### config.mk
export PLATFORM = sky130hd
export DESIGN_NAME = fifo_word_drain
export DESIGN_NICKNAME = d
export VERILOG_FILES = /design/src/rtl/fifo_word_drain.sv
export SDC_FILE = /design/constraint.sdc
export NUM_CORES = 1
export LEC_CHECK = 0
export ABC_AREA = 1
export BUFFER_PORTS_ARGS = -buffer_cell sky130_fd_sc_hd__buf_2
export CORE_MARGIN = 1.5
export CORE_UTILIZATION = 23
export DETAILED_ROUTE_END_ITERATION = 6
export GPL_ROUTABILITY_DRIVEN = 0
export SLEW_MARGIN = 20
export SYNTH_ARGS = -nofsm -noshare
export SYNTH_HDL_FRONTEND = slang
export SYNTH_SLANG_ARGS = --single-unit
### constraint.sdc
create_clock -name clk -period 3.87 [get_ports clk]
set_input_delay 0.774 -clock clk [delete_from_list [all_inputs] [get_ports clk]]
set_output_delay 0.774 -clock clk [all_outputs]
set_load 0.01 [all_outputs]
### src/rtl/fifo_word_drain.sv
// fifo_word_drain: drains complete words from fifo_flush_qs into a 2-entry
// output queue for a valid/ready sink, and asks the FIFO to flush when
// partial data sits unread for TIMEOUT cycles or on an explicit request.
//
// Ports:
//   clk, reset            clock and synchronous active-high reset
//   fifo_data_avail_i     FIFO holds at least one full word
//   fifo_empty_i          FIFO holds no data at all
//   fifo_flush_done_i     FIFO finished the requested flush
//   fifo_rd_data_i        FIFO read data, captured the edge after a read pulse
//   fifo_rd_valid_o       one-cycle read request
//   fifo_flush_o          flush request, high for the whole FLUSH state
//   flush_req_i           explicit flush request, honoured only in IDLE
//   out_valid_o           out_data_o holds a queued word
//   out_ready_i           sink accepts the head word
//   out_data_o            head of the output queue, held when empty
//   words_out_o           wrapping count of words delivered to the sink
module fifo_word_drain #(
    parameter int DATA_W  = 32,
    parameter int TIMEOUT = 8,
    parameter int TMR_W   = 4,
    parameter int CNT_W   = 16
) (
    input  logic              clk,
    input  logic              reset,
    input  logic              fifo_data_avail_i,
    input  logic              fifo_empty_i,
    input  logic              fifo_flush_done_i,
    input  logic [DATA_W-1:0] fifo_rd_data_i,
    output logic              fifo_rd_valid_o,
    output logic              fifo_flush_o,
    input  logic              flush_req_i,
    output logic              out_valid_o,
    input  logic              out_ready_i,
    output logic [DATA_W-1:0] out_data_o,
    output logic [CNT_W-1:0]  words_out_o
);

    typedef enum logic {
        IDLE,
        FLUSH
    } state_t;

    state_t            state;
    logic [TMR_W-1:0]  timer;
    logic [1:0]        occ;
    logic [DATA_W-1:0] tail;

    logic              pop;
    logic              partial;
    logic              timed_out;
    logic              can_read;
    logic [1:0]        occ_n;
    logic [DATA_W-1:0] head_n;
    logic [DATA_W-1:0] tail_n;

    // Read data is captured on the edge right after the pulse, so the
    // registered pulse itself serves as the in-flight flag.
    assign pop       = out_valid_o && out_ready_i;
    assign partial   = !fifo_empty_i && !fifo_data_avail_i;
    assign timed_out = partial && (timer == TMR_W'(TIMEOUT - 1));
    assign can_read  = fifo_data_avail_i && !fifo_rd_valid_o
                       && (occ < 2'd2);

    // Output queue: out_data_o is the head slot, tail is the second slot.
    always_comb begin
        occ_n  = occ;
        head_n = out_data_o;
        tail_n = tail;
        unique case ({fifo_rd_valid_o, pop})
            2'b10: begin
                if (occ == 2'd0) begin
                    head_n = fifo_rd_data_i;
                end else begin
                    tail_n = fifo_rd_data_i;
                end
                occ_n = occ + 2'd1;
            end
            2'b01: begin
                // a lone last word is popped without touching the head
                if (occ == 2'd2) begin
                    head_n = tail;
                end
                occ_n = occ - 2'd1;
            end
            2'b11: begin
                if (occ == 2'd1) begin
                    head_n = fifo_rd_data_i;
                end else begin
                    head_n = tail;
                    tail_n = fifo_rd_data_i;
                end
            end
            default: begin
            end
        endcase
    end

    always_ff @(posedge clk) begin
        if (reset) begin
            state           <= IDLE;
            timer           <= '0;
            occ             <= '0;
            tail            <= '0;
            fifo_rd_valid_o <= 1'b0;
            fifo_flush_o    <= 1'b0;
            out_valid_o     <= 1'b0;
            out_data_o      <= '0;
            words_out_o     <= '0;
        end else begin
            occ             <= occ_n;
            out_valid_o     <= (occ_n != 2'd0);
            out_data_o      <= head_n;
            tail            <= tail_n;
            fifo_rd_valid_o <= 1'b0;
            if (pop) begin
                words_out_o <= words_out_o + CNT_W'(1);
            end
            unique case (state)
                IDLE: begin
                    if (timed_out || flush_req_i) begin
                        state        <= FLUSH;
                        fifo_flush_o <= 1'b1;
                        timer        <= '0;
                    end else begin
                        timer <= partial ? timer + TMR_W'(1) : '0;
                        if (can_read) begin
                            fifo_rd_valid_o <= 1'b1;
                        end
                    end
                end
                FLUSH: begin
                    timer <= '0;
                    if (fifo_flush_done_i) begin
                        state        <= IDLE;
                        fifo_flush_o <= 1'b0;
                    end
                end
                default: begin
                    state <= IDLE;
                end
            endcase
        end
    end

endmodule
==> metrics.md <==
| Metric | Value |
|---|---|
| Port Buffers | `89` |
| Critical Setup Path Class | `in2reg` |
| GRT Overall Usage | `11.50%` |
| Clk buf depth | `2` |
| # clock sinks | `90` |
| Worst path slowest cell | `buf_4` |
| Critical Path Most Common Cell | `nand2_2` |
| Drt first pass iters | `5` |
| RSZ-0062 raised after global routing | `false` |
| Fillers | `1870` |
| Vias | `3537` |
| Reg2reg path depth | `9` |
| Grt total ovfl | `0` |
| Fin cells | `847` |
| Register area | `1802 um2` |
| Seq/Total Area, Yosys | `44.49%` |
| Vias in the first global route | `3244` |
| Nature of the critical path startpoint | `input pin` |
| Fin. Hold Viols | `0` |
| Synthesized flop and latch total | `90` |
| Pwr per Cell Area | `408.7 nW/um2` |
| Latest clock arrival within the worst-skew pair | `0.34 ns` |
| First-pass GRT wire length | `16180 um` |
| Worst path required time | `4.14 ns` |
| Residual DRC | `0` |
| Setup TNS | `0 ns` |
| Min Clock Period, post-route | `2.515 ns` |
| Htree depth | `3` |
| Async S/R FF share, synth | `0%` |
| # IOs | `90` |
| Mapped Cells | `539` |
| Synthesized area per cell | `7.514 um2` |
| Layout cells sized above 1 | `18.84%` |
| FP Rows | `48` |
| Number of DRC markers in iteration 0 | `176` |
| Mapped Area | `4050 um2` |
| TritonCTS clock tree | `built` |
| Nets | `665` |
| Worst slew pin tran | `0.6991 ns` |
| Final setup vio count | `0` |
| Root Buffer | `clkbuf_16` |
| # hold bufs at CTS | `0` |
| WL/cell | `12.15 um` |
| Final Max Tran Viols | `0` |
| Clk slew on worst S/H paths | `0.06 ns` |
| Setup Fix Bufs, Post-CTS | `0` |
| Die Footprint | `18410 um2` |
| Chip width | `135.7 um` |
| WP data arrival | `2.79 ns` |
| CP cell instances | `buf_2 -> nand2_1 -> inv_1 -> ha_1 -> nand2_2 -> o21ai_1 -> nand2_2 -> buf_4 -> o21ai_0 -> a21oi_1` |
| Largest delay share family, worst path | `simple AND/OR/NAND/NOR gates` |
| Total chip power | `2.030 mW` |
| Leakage | `2.085 nW` |
| Die Height | `135.7 um` |
| MaxCap Viol Count | `0` |
| Post-synth EDFFs | `0` |
| HP Class | `reg2reg` |
| Initial core utilization | `23.50%` |
| Final Cycle Share | `64.99%` |
| Total CTS buffers | `9` |
| Antenna violations before repair | `1` |
| Largest net degree at the start of global routing | `65` |
| P&R area growth vs syn | `22.64%` |
| Multi-input combinational cell area | `1737 um2` |
| Crit. End Element | `flop` |
| Buf/Inv on CP | `3` |
| Max-slew headroom | `53.39%` |
| Inst Count DP | `830` |
| Status | `complete, no violations` |
| Yosys cell types | `27` |
| Fmax | `397.6 MHz` |
| Syn Nets | `588` |
| Total wire length | `10290 um` |
| Total core area | `17240 um2` |
| Placed wire-length estimate | `6904 um` |
| DRT antenna net count | `0` |
| Skew final | `0.009252 ns` |
| Hold path depth | `2` |
| Post-CTS Resized | `0` |
| Hold_ws | `0.4467 ns` |
| VDD IR max | `0.1981 mV` |
| Synth warnings | `0` |
| Commonest non-fill, non-tap cell in the layout | `inv_1` |
| CP max FO | `37` |
| Number of cells on the critical path | `10` |
| Prevailing post-synth register cell | `dfxtp_1` |
| Commonest non-fill, non-tap cells in the layout | `inv_1 (95), dfxtp_1 (90), buf_2 (89)` |
| Vias per cell | `4.176` |
| Highest cell delay on the worst timing path | `0.42 ns` |
worst min-delay path: stages (launching register included):
cell and delay (ns):
dfxtp_1 0.29, inv_1 0.05, a21oi_1 0.05
Yosys cell counts (2+ instances only):
| master | instances | area (um2) |
|---|---|---|
| nand2_1 | 33 | 123.9 |
| o21ai_0 | 51 | 255.2 |
| nand2_2 | 3 | 18.77 |
| or2_2 | 2 | 12.51 |
| nor3_1 | 4 | 20.02 |
| dfxtp_1 | 90 | 1802 |
| buf_2 | 13 | 65.06 |
| a21oi_1 | 75 | 375.4 |
| buf_6 | 4 | 45.04 |
| nor2_1 | 36 | 135.1 |
| buf_1 | 4 | 15.01 |
| o21a_1 | 33 | 247.7 |
| nand4_1 | 3 | 18.77 |
| xor2_1 | 2 | 17.52 |
| nand3_1 | 43 | 215.2 |
| clkbuf_1 | 8 | 30.03 |
| ha_1 | 10 | 125.1 |
| o21ai_1 | 22 | 110.1 |
| inv_1 | 95 | 356.6 |
state kept, by name (all words and copies together), names as in the netlist:
| name | flops |
|---|---|
| out_data_o | 32 |
| tail | 32 |
| words_out_o | 16 |
| timer | 4 |
| occ | 2 |
| fifo_flush_o | 1 |
| fifo_rd_valid_o | 1 |
| out_valid_o | 1 |
| state | 1 |
where the power goes:
part           leakage (nW)  internal (mW)  switching, mW
registers             0.732          0.962         0.0130
logic                  1.21         0.0704          0.100
clock network         0.143          0.519          0.366
cell families after synthesis:
logic type	share of synthesized area, %
and+or+nand+nor	14.18
adders and majority gates	3.089
buffers and inverters	12.63
DFF	44.49
AOI/OAI and AO/OA	24.96
xor gates and xnor gates	0.6489
through the flow:
stage | utilization (%) | area [um2] | setup WS, ns
global placement | 27.08 | 4667 | 0.8947
floorplan | - | 4050 | 1.651
detailed placement | 27.08 | 4667 | 0.9571
global route | 28.82 | 4967 | 1.075
CTS | 28.80 | 4965 | 1.345
finish | 28.82 | 4967 | 1.355
per-layer routing:
metal  track usage (%)  vias to the layer above  wire length (um)
met3             3.704                       10               599
met2             18.73                       67              4737
met5                 0                        -                 0
li1                  -                     1915                 -
met1             13.75                     1545              4752
met4             5.257                        0               200
worst paths after layout:
path,from,end,slack [ns]
min reg2reg,tail[5]$_SDFFE_PP0P_,tail[5]$_SDFFE_PP0P_,0.45
max reg2reg,out_valid_o$_SDFF_PP0_,tail[5]$_SDFFE_PP0P_,1.55
min,tail[5]$_SDFFE_PP0P_,tail[5]$_SDFFE_PP0P_,0.45
max,out_ready_i,tail[5]$_SDFFE_PP0P_,1.35
cell type report:
type | instances | area share, %
Antenna cell | 1 | 0.05038
Timing Repair Buffer | 95 | 9.874
Clock inverter | 4 | 1.033
Clock buffer | 12 | 4.962
Tap cell | 225 | 5.668
Sequential cell | 90 | 36.27
Inverter | 95 | 7.179
Multi-Input combinational cell | 325 | 34.96
No activity file was read; power rests on OpenSTA's default activity.
